**config.mk**
```make
export PLATFORM = sky130hd
export DESIGN_NAME = vehicle_check_sequencer
export DESIGN_NICKNAME = d
export VERILOG_FILES = /design/src/rtl/vehicle_check_sequencer.sv
export SDC_FILE = /design/constraint.sdc
export NUM_CORES = 1
export LEC_CHECK = 0
export BUFFER_PORTS_ARGS = -buffer_cell sky130_fd_sc_hd__buf_2
export CAP_MARGIN = 10
export CORE_MARGIN = 10
export CORE_UTILIZATION = 58
export DETAILED_ROUTE_END_ITERATION = 7
export PLACE_DENSITY = 0.83
export SYNTH_ARGS = -nofsm -noshare
export SYNTH_HDL_FRONTEND = slang
export SYNTH_SLANG_ARGS = --single-unit
```
**constraint.sdc**
```tcl
create_clock -name clk -period 4.6 [get_ports clk]
set_input_delay 0.23 -clock clk [delete_from_list [all_inputs] [get_ports clk]]
set_output_delay 0.23 -clock clk [all_outputs]
set_load 0.005 [all_outputs]
```
**src/rtl/vehicle_check_sequencer.sv**
```systemverilog
// Vehicle start check sequencer: walks six sensor checks (fuel, door, seat belt,
// brakes, blood pressure, stress level), one request/response handshake each,
// then enables vehicle start or latches a fault naming the failing check.
// Optional feature macro: CHECK_RETRY_EN (re-issue a failed check up to
// RETRY_MAX times before faulting). Without it, any failure faults at once.
module vehicle_check_sequencer #(
  parameter int unsigned TIMEOUT_CYCLES = 16,
  parameter int unsigned RETRY_MAX      = 1
) (
  input  logic       clk,
  input  logic       rst,
  input  logic       start_req,
  input  logic       abort,
  input  logic       check_ack,
  input  logic       check_pass,
  output logic       check_req,
  output logic [3:0] check_id,
  output logic [4:0] light,
  output logic [3:0] state,
  output logic       flag,
  output logic       fault,
  output logic [3:0] fault_code
);

  typedef enum logic [3:0] {
    ST_IDLE  = 4'd0,
    ST_REQ   = 4'd1,
    ST_WAIT  = 4'd2,
    ST_DONE  = 4'd3,
    ST_FAULT = 4'd4
  } state_t;

  localparam logic [3:0] FirstCheck  = 4'd1;
  localparam logic [3:0] LastCheck   = 4'd6;
  localparam logic [4:0] DoneLight   = 5'b00111;
  localparam logic [7:0] TimeoutLast = 8'(TIMEOUT_CYCLES - 1);

  state_t     state_q, state_d;
  logic [3:0] check_id_q, check_id_d;
  logic       check_req_q, check_req_d;
  logic [4:0] light_q, light_d;
  logic       flag_q, flag_d;
  logic       fault_q, fault_d;
  logic [3:0] fault_code_q, fault_code_d;
  logic [7:0] timer_q, timer_d;
  logic       failed;

`ifdef CHECK_RETRY_EN
  localparam logic [1:0] RetryLimit = 2'(RETRY_MAX);
  logic [1:0] retry_q, retry_d;
`endif

  // Next-state and next-output computation for the check sequence; abort overrides everything at the end.
  always_comb begin
    state_d      = state_q;
    check_id_d   = check_id_q;
    check_req_d  = 1'b0;
    light_d      = light_q;
    flag_d       = flag_q;
    fault_d      = fault_q;
    fault_code_d = fault_code_q;
    timer_d      = timer_q;
    failed       = 1'b0;
`ifdef CHECK_RETRY_EN
    retry_d      = retry_q;
`endif

    case (state_q)
      ST_IDLE: begin
        if (start_req) begin
          state_d     = ST_REQ;
          check_id_d  = FirstCheck;
          check_req_d = 1'b1;
`ifdef CHECK_RETRY_EN
          retry_d     = 2'd0;
`endif
        end
      end
      ST_REQ: begin
        timer_d = 8'd0;
        state_d = ST_WAIT;
      end
      ST_WAIT: begin
        if (check_ack) begin
          if (check_pass) begin
            light_d = {1'b0, check_id_q};
`ifdef CHECK_RETRY_EN
            retry_d = 2'd0;
`endif
            if (check_id_q == LastCheck) begin
              state_d = ST_DONE;
            end else begin
              check_id_d  = check_id_q + 4'd1;
              check_req_d = 1'b1;
              state_d     = ST_REQ;
            end
          end else begin
            failed = 1'b1;
          end
        end else if (timer_q == TimeoutLast) begin
          failed = 1'b1;
        end else begin
          timer_d = timer_q + 8'd1;
        end

        if (failed) begin
`ifdef CHECK_RETRY_EN
          if (retry_q < RetryLimit) begin
            retry_d     = retry_q + 2'd1;
            check_req_d = 1'b1;
            state_d     = ST_REQ;
          end else begin
            state_d      = ST_FAULT;
            fault_d      = 1'b1;
            fault_code_d = check_id_q;
            light_d      = {1'b1, check_id_q};
            flag_d       = 1'b0;
          end
`else
          state_d      = ST_FAULT;
          fault_d      = 1'b1;
          fault_code_d = check_id_q;
          light_d      = {1'b1, check_id_q};
          flag_d       = 1'b0;
`endif
        end
      end
      ST_DONE: begin
        flag_d  = 1'b1;
        light_d = DoneLight;
      end
      ST_FAULT: begin
        state_d = ST_FAULT;
      end
      default: begin
        state_d = ST_IDLE;
      end
    endcase

    if (abort && (state_q != ST_IDLE)) begin
      state_d      = ST_IDLE;
      check_id_d   = 4'd0;
      check_req_d  = 1'b0;
      light_d      = 5'd0;
      flag_d       = 1'b0;
      fault_d      = 1'b0;
      fault_code_d = 4'd0;
      timer_d      = 8'd0;
`ifdef CHECK_RETRY_EN
      retry_d      = 2'd0;
`endif
    end
  end

  // State and output registers with synchronous reset.
  always_ff @(posedge clk) begin
    if (rst) begin
      state_q      <= ST_IDLE;
      check_id_q   <= 4'd0;
      check_req_q  <= 1'b0;
      light_q      <= 5'd0;
      flag_q       <= 1'b0;
      fault_q      <= 1'b0;
      fault_code_q <= 4'd0;
      timer_q      <= 8'd0;
`ifdef CHECK_RETRY_EN
      retry_q      <= 2'd0;
`endif
    end else begin
      state_q      <= state_d;
      check_id_q   <= check_id_d;
      check_req_q  <= check_req_d;
      light_q      <= light_d;
      flag_q       <= flag_d;
      fault_q      <= fault_d;
      fault_code_q <= fault_code_d;
      timer_q      <= timer_d;
`ifdef CHECK_RETRY_EN
      retry_q      <= retry_d;
`endif
    end
  end

  assign state      = state_q;
  assign check_id   = check_id_q;
  assign check_req  = check_req_q;
  assign light      = light_q;
  assign flag       = flag_q;
  assign fault      = fault_q;
  assign fault_code = fault_code_q;

endmodule
```
Word-level counts from Yosys, hierarchy flattened:

Cells that the tools add are included.

* input bits: 6
* register bits: 28
* memories: 0
* bits in latches: 0
* bits in writable memories: 0
* output and inout bits: 20
* bits in read-only memories: 0
* logic and storage cells: 67

* shift-type cells: 0
* eq/ne operators: 15
* $mul: 0
* bitwise operators: 1
* mux-type cells: 28
* divide/modulo/power cells: 0
* reductions and logical operators: 13
* $lt $le $gt $ge: 0
* add/sub/neg operators: 2

Operators with widths (number)
* 2-to-1 mux 4 bit: 7
* case mux 4 bit (5 select lines): 1
* 2-to-1 mux 8 bit: 2
* case mux 8 bit (2 select lines): 1
* 2-to-1 mux 5 bit: 3
* inequality test 2 bit (second input constant): 7
* case mux 5 bit (2 select lines): 1
* 2-to-1 mux 1 bit: 9
* adder 8 x 1 -> 8 bit (second input constant): 1
* == test 4 x 2 -> 1 bit (second input constant): 2
* == test 4 x 3 -> 1 bit (second input constant): 2
* == test 8 x 4 -> 1 bit (second input constant): 1
* case mux 4 bit (2 select lines): 1
* inequality test 3 bit (second input constant): 2
* AND reduction 3 bit: 2
* nonzero test 2 bit: 3
* AND reduction 5 bit: 1
* adder 4 x 1 -> 4 bit (second input constant): 1
* == test 4 x 1 -> 1 bit (second input constant): 1
* zero test 4 bit: 1
* case mux 1 bit (2 select lines): 2
* AND reduction 2 bit: 2
* AND reduction 4 bit: 1
* nonzero test 4 bit: 1
* 4 further kinds: 4

Logic depth before layout (Yosys ltp):

Gate-level depths: netlist of run 1.

* depth after elaboration: 6
* depth in mapped cells: 6
* mapped depth without buffers: 6

Worst setup path before layout of run 1:

No wires, ideal clock.

* path type: reg-to-reg
* start point: reg timer_q[0]
* end point: reg light_q[0] (netlist: light[0])
* clock period less this slack: 1.775 ns
* arrival: 1.656 ns
* stages on the path, launching flop included: 6
* setup slack: 2.825 ns
* setup time: 0.119 ns
* cell sequence: dfxtp_1 ha_1 and3_1 a2111oi_0 nor2_1 o221a_2

* cells in the longest elaborated chain, start to end: 6

RTL lines
* from (decl): line 45 `logic [7:0] timer_q, timer_d;`
* from (signal assigned): line 177 `timer_q <= timer_d;`
* == test 8 x 4 -> 1 bit *: line 100 `end else if (timer_q == TimeoutLast) begin`
* 2-to-1 mux 1 bit *: line 100
* 2-to-1 mux 1 bit *: line 84 `if (check_ack) begin`
* 2-to-1 mux 1 bit *: line 68 `case (state_q)`
* inequality test 3 bit (no source line) or 2-to-1 mux 5 bit (tied branches)
* AND reduction 3 bit (no source line) or case mux 5 bit (2 select lines) (tied branches)
* to (signal assigned): line 173 `light_q <= light_d;`
* to (decl): line 41 `logic [4:0] light_q, light_d;`

Mark *: on every way between the ends. The rest lies on a longest branch, timed or not. The select of a mux whose other input is x is not followed.
A chain may end at the register's enable or synchronous reset.

Final worst setup path of run 1:

* start point: reg state_q[1] (netlist: state[1])
* end point: reg timer_q[0]

* cells in the longest elaborated chain, start to end: 3

RTL lines
* from (decl): line 38 `state_t state_q, state_d;`
* from (signal assigned): line 170 `state_q <= state_d;`
* == test 4 x 2 -> 1 bit, or another cell as far along: line 68
* inequality test 2 bit (no source line), or another cell as far along
* AND reduction 3 bit (no source line) or OR reduction 2 bit (tied branches)

Several ways; a longest one is shown, not always the timed one.

==> impl_metrics.csv, run 1 <==
group,metric,value,unit
setup_path,rr_startpoint,"state[1]",
placement,port_buffers,24,
sta,final.period_utilization,44.8,%
cts,cts_max_level,1,
grt,antenna_found_initial,0,
power,powerDensity,310,nW/um^2
grt,grt_start_max_net_pins,18,
cts,cts_tree,"built",
placement,dpl.hpwl,2570,um
logic_synthesis,async_reset_ff_share,0,%
floorplanning,die_width,68.2,um
layout,fin_util,67.1,%
sta,period_needed,2.06,ns
logic_synthesis,synth_edf_count,0,
grt,track_usage,14.9,%
cts,hold_buffers,0,
layout,insertedDiodeCount,0,
grt,grt_pass1_wl,5480,um
placement,gp_congestion,0.901,
setup_path,r2r_cells,4,
cts,clock-root-buffer,"clkbuf_4",
route,first_pass_iters,4,
sta,fmax,485,MHz
power,p_leak,0.566,nW
cts,post_cts_resized,0,
layout,finalNonFillerCells,199,
power,clkPwrFrac,22.9,%
cts,post-cts-setup-buffers,0,
hold_path,min_to,"fault",
power,seq_power_share,58.1,%
floorplanning,start_util,61.0,%
logic_synthesis,yosys_warnings,0,
layout,drive_gt1_share,23.4,%
floorplanning,die_area,4650,um^2
setup_path,crit_type,"reg2reg",
route,drc,0,
cts,clkTransAtPathRegs,0.15,ns
cts,clock_latency,0.33,ns
setup_path,regToRegSetupSlack,2.54,ns
layout,area_growth,10.1,%
sta,tns,0,ns
cts,clockBufferDepth,2,
cts,cts_buffers,3,
floorplanning,num_io_pins,26,
floorplanning,die_height,68.2,um
sta,tightest_slew,0.650,ns
logic_synthesis,ys_seq_area_share,40.1,%
sta,hold_viol_final,0,
logic_synthesis,synth_area,1350,um^2
layout,mostFrequentLayoutCell,"dfxtp_1",
logic_synthesis,postSynthCellCount,150,
route,drt-initial-drc-count,61,
route,via_per_inst,6.35,
setup_path,cp-end-kind,"flop",
grt,grt_pass1_vias,1200,
hold_path,hp-class,"in2reg",
cts,clkSinkCount,27,
sta,relSlewSlack,55.5,%
floorplanning,core,2210,um^2
grt,overflow,0,
layout,final_cell_mix,"dfxtp_1 (27), buf_2 (24), a21oi_1 (13)",
route,num_vias,1264,
outcome,status,"finished clean",
sta,final-max-slew-violation-count,0,
hold_path,hp-start,"rst",
logic_synthesis,synth.ff_latch_count,27,
sta,rsz0062_at_grt,"no",
route,wl_per_cell,17.1,um
setup_path,worstPathRequired,4.87,ns
power,ir_drop,0.206,mV
layout,fin_nets,181,
floorplanning,rows,17,
route,detail-route-antenna-nets,0,
logic_synthesis,synth_nets,159,
job,maxCapViolations,0,
route,drt-total-wl,3410,um
placement,dp_cells,195,
setup_path,start_kind,"flop",
sta,clock_skew,0.0125,ns
hold_path,min_path_cells,3,
power,power.switching,0.000148,W
logic_synthesis,ys_types,47,
setup_path,critPathMaxFanout,16,
sta,setup_violations,0,
setup_path,r2r-end,"timer_q[0]",
power,switching_share,32.2,%
setup_path,crit_arrival,2.33,ns
sta,worst_hold_slack,0.242,ns
logic_synthesis,synthFlopType,"dfxtp_1",
logic_synthesis,avgSynthCellArea,8.99,um^2
power,p_int,0.000312,W
power,combPwrFrac,19.0,%
## cell usage after synthesis (2+ instances only)
cell       instances  area share, %
dfxtp_1           27             40
a21oi_1           13            4.8
nor2_1            12            3.3
o21ai_0           11            4.1
nand3_1            9            3.3
nand2_1            7            1.9
xnor2_1            4            2.6
xor2_1             4            2.6
clkbuf_1           3           0.83
ha_1               3            2.8
inv_1              3           0.83
nand2b_1           3            1.4
nand4_1            3            1.4
nor2b_1            3            1.4
nor3_1             3            1.1
o221a_2            3            2.5
a2111oi_1          2            1.5
a21o_1             2            1.1
and3_1             2           0.93
buf_6              2            1.7
nor4_1             2           0.93
o211ai_1           2            1.1
or3_1              2           0.93
or4_1              2            1.1
## per-layer routing
metal	vias to the layer above	global-route usage, %	part of all wire (%)
met5	-	0	0
met4	0	5.78	2.1
met3	10	3.59	7.2
met2	53	25.6	49
met1	597	17.5	42
li1	604	-	-
## state kept, by name (all words and copies together) (netlist names)
signal,cells
check_req,1
fault_code,4
state,3
light,5
flag,1
fault,1
check_id,4
timer_q,8
## final cells by class
type / count / area (um^2)
Clock buffer: 3 / 22.5
Clock inverter: 1 / 5.00
Fill cell: 208 / 727
Inverter: 3 / 11.3
Multi-Input combinational cell: 113 / 751
Sequential cell: 27 / 541
Tap cell: 28 / 35.0
Timing Repair Buffer: 24 / 120
## critical path, cell delays in order (launching register included)
cell     delay (ns)
dfxtp_1        0.67
nor4b_1        0.61
o21ai_0        0.34
xor2_1         0.22
nor2_1         0.15
## kinds of logic after synthesis
family / share of synthesized area [%]
adders and majority gates: 2.78
other: 0.278
and+or+nand+nor: 22.2
xor gates and xnor gates: 5.19
DFF: 40.1
buffers and inverters: 4.27
AOI/OAI and AO/OA: 25.2
## worst max path at each step
| stage | start | to | slack, ns |
|---|---|---|---|
| final | state[1] | timer_q[0] | 2.54 |
| after detailed placement | state[1] | timer_q[0] | 2.65 |
| after global placement | timer_q[0] | light[1] | 2.71 |
| after floorplan | timer_q[0] | light[0] | 2.83 |
| after global routing | state[1] | timer_q[0] | 2.48 |
| after CTS | state[1] | timer_q[0] | 2.61 |
## stage by stage
| stage | instance area (um^2) | power (W) | setup slack [ns] |
|---|---|---|---|
| final | 1490 | 0.000461 | 2.54 |
| after floorplan | 1350 | 0.000329 | 2.83 |
| after detailed placement | 1460 | 0.000358 | 2.65 |
| after global placement | 1460 | 0.000353 | 2.71 |
| after CTS | 1490 | 0.000460 | 2.61 |
| after global routing | 1490 | 0.000485 | 2.48 |
## power groups by stage
stage / sequential, W / clock [W] / combinational [W]
4_1_cts: 0.000267 / 0.000105 / 0.0000873
2_1_floorplan: 0.000262 / 0 / 0.0000676
6_report: 0.000268 / 0.000106 / 0.0000875
3_5_place_dp: 0.000272 / 0 / 0.0000868
3_3_place_gp: 0.000271 / 0 / 0.0000828
5_1_grt: 0.000270 / 0.000119 / 0.0000966
(Power assumes the default switching activity.)
==> run 2, diff against run 1 <==
- CORE_UTILIZATION: 58 -> 53
- PLACE_DENSITY: 0.83 -> 0.77
- clock period: 4.6 -> 2 ns (I/O delays scaled with it)
==> impl_metrics.csv, run 2 (synthesized netlist as in run 1, its figures left out) <==
group,metric,value,unit
outcome,status,"finished clean",
sta,period_needed,1.84,ns
setup_path,worstPathRequired,2.24,ns
floorplanning,die_width,70.4,um
sta,relSlewSlack,64.4,%
grt,grt_start_max_net_pins,17,
placement,port_buffers,24,
route,via_per_inst,5.94,
power,finalPower,0.00108,W
floorplanning,die_height,70.4,um
sta,fmax,543,MHz
cts,cts_max_level,1,
sta,tightest_slew,0.530,ns
layout,stdcell_area,1540,um^2
placement,place_area,1510,um^2
setup_path,crit_type,"reg2reg",
power,powerDensity,701,nW/um^2
placement,dpl.hpwl,2450,um
hold_path,min_to,"fault",
route,drt-initial-drc-count,57,
cts,clkSinkCount,27,
route,drc,0,
cts,hold_buffers,0,
sta,layout_setup_ws,0.160,ns
hold_path,min_path_cells,4,
placement,gp_congestion,0.838,
cts,clock-root-buffer,"clkbuf_4",
sta,rsz0062_at_grt,"no",
layout,mostFrequentLayoutCell,"dfxtp_1",
sta,clock_skew,0.00575,ns
grt,track_usage,12.6,%
sta,tns,0,ns
floorplanning,core,2450,um^2
grt,overflow,0,
sta,setup_violations,0,
cts,clkTransAtPathRegs,0.15,ns
layout,insertedDiodeCount,0,
setup_path,critPathMaxFanout,6,
cts,post_cts_resized,0,
sta,final-max-slew-violation-count,0,
grt,grt_pass1_vias,1197,
cts,clockBufferDepth,2,
floorplanning,rows,18,
sta,final.period_utilization,92.0,%
setup_path,rr_startpoint,"timer_q[1]",
layout,fin_nets,187,
setup_path,r2r_cells,6,
floorplanning,start_util,54.9,%
grt,antenna_found_initial,0,
route,drt-total-wl,3190,um
route,num_vias,1229,
job,maxCapViolations,0,
placement,preCtsSetupSlack,0.192,ns
floorplanning,die_area,4960,um^2
cts,cts_buffers,3,
hold_path,hp-class,"in2reg",
cts,clock_latency,0.32,ns
route,first_pass_iters,4,
grt,grt_pass1_wl,5410,um
sta,hold_viol_final,0,
sta,worst_hold_slack,0.185,ns
setup_path,crit_arrival,2.08,ns
cts,cts_tree,"built",
floorplanning,num_io_pins,26,
layout,drive_gt1_share,26.0,%
layout,area_growth,13.8,%
layout,final_cell_mix,"dfxtp_1 (27), buf_2 (24), a21oi_1 (13)",
layout,top_register,"timer_q",
cts,post-cts-setup-buffers,0,
layout,largest_register_ffs,8,
power,ir_drop,0.546,mV
hold_path,hp-start,"rst",
route,wl_per_cell,15.4,um
setup_path,cp-end-kind,"flop",
setup_path,regToRegSetupSlack,0.16,ns
power,p_leak,0.593,nW
setup_path,start_kind,"flop",
route,detail-route-antenna-nets,0,
setup_path,r2r-end,"light[1]",
run 2: changes by cell type in the layout (fill, tap and decap cells not counted):
cell	before	now
clkinvlp_4	0	1
clkinv_2	1	0
buf_4	0	6
run 2: worst max path at each step:
| stage | startpoint | endpoint | slack, ns | cells past startpoint |
|---|---|---|---|---|
| 2_1_floorplan | timer_q[0] | light[0] | 0.23 | 5 |
| 3_3_place_gp | timer_q[0] | light[2] | 0.25 | 6 |
| 3_5_place_dp | timer_q[0] | light[1] | 0.19 | 6 |
| 4_1_cts | timer_q[0] | light[1] | 0.18 | 6 |
| 5_1_grt | timer_q[1] | light[2] | 0.02 | 6 |
| 6_report | timer_q[1] | light[1] | 0.16 | 6 |
run 2: final cells by class:
| class | instances | area [um^2] |
|---|---|---|
| flip-flops and latches | 27 | 541 |
| repair buffers | 30 | 165 |
| clock buffers | 3 | 22.5 |
| fillers | 210 | 920 |
| clock inverters | 1 | 7.51 |
| well taps | 30 | 37.5 |
| inverters | 3 | 11.3 |
| multi-input cells | 113 | 751 |
run 2: where the power goes:
part | switching [W] | leakage, nW | internal [W]
Sequential | 0.0000262 | 0.218 | 0.000563
Clock | 0.000162 | 0.0139 | 0.0000765
Combinational | 0.000146 | 0.360 | 0.000103
run 2: per-layer routing:
layer / GRT usage, % / up-vias / part of all wire [%]
li1: - / 613 / -
met1: 15.7 / 582 / 47
met2: 20.1 / 26 / 47
met3: 3.11 / 8 / 3.9
met4: 5.26 / 0 / 1.8
met5: 0 / - / 0
run 2: metrics by stage:
stage          utilization (%)  cells
6_report                  62.5    207
5_1_grt                   62.5    207
4_1_cts                   62.5    207
3_5_place_dp              61.3    203
3_3_place_gp              61.3    203
2_1_floorplan                -    150
run 2: critical path, cell delays in order (launching register included):
cell       delay [ns]
dfxtp_1          0.39
ha_1             0.23
and3_1           0.24
a2111oi_0        0.40
buf_4            0.19
nor2_1           0.05
o221a_2          0.26
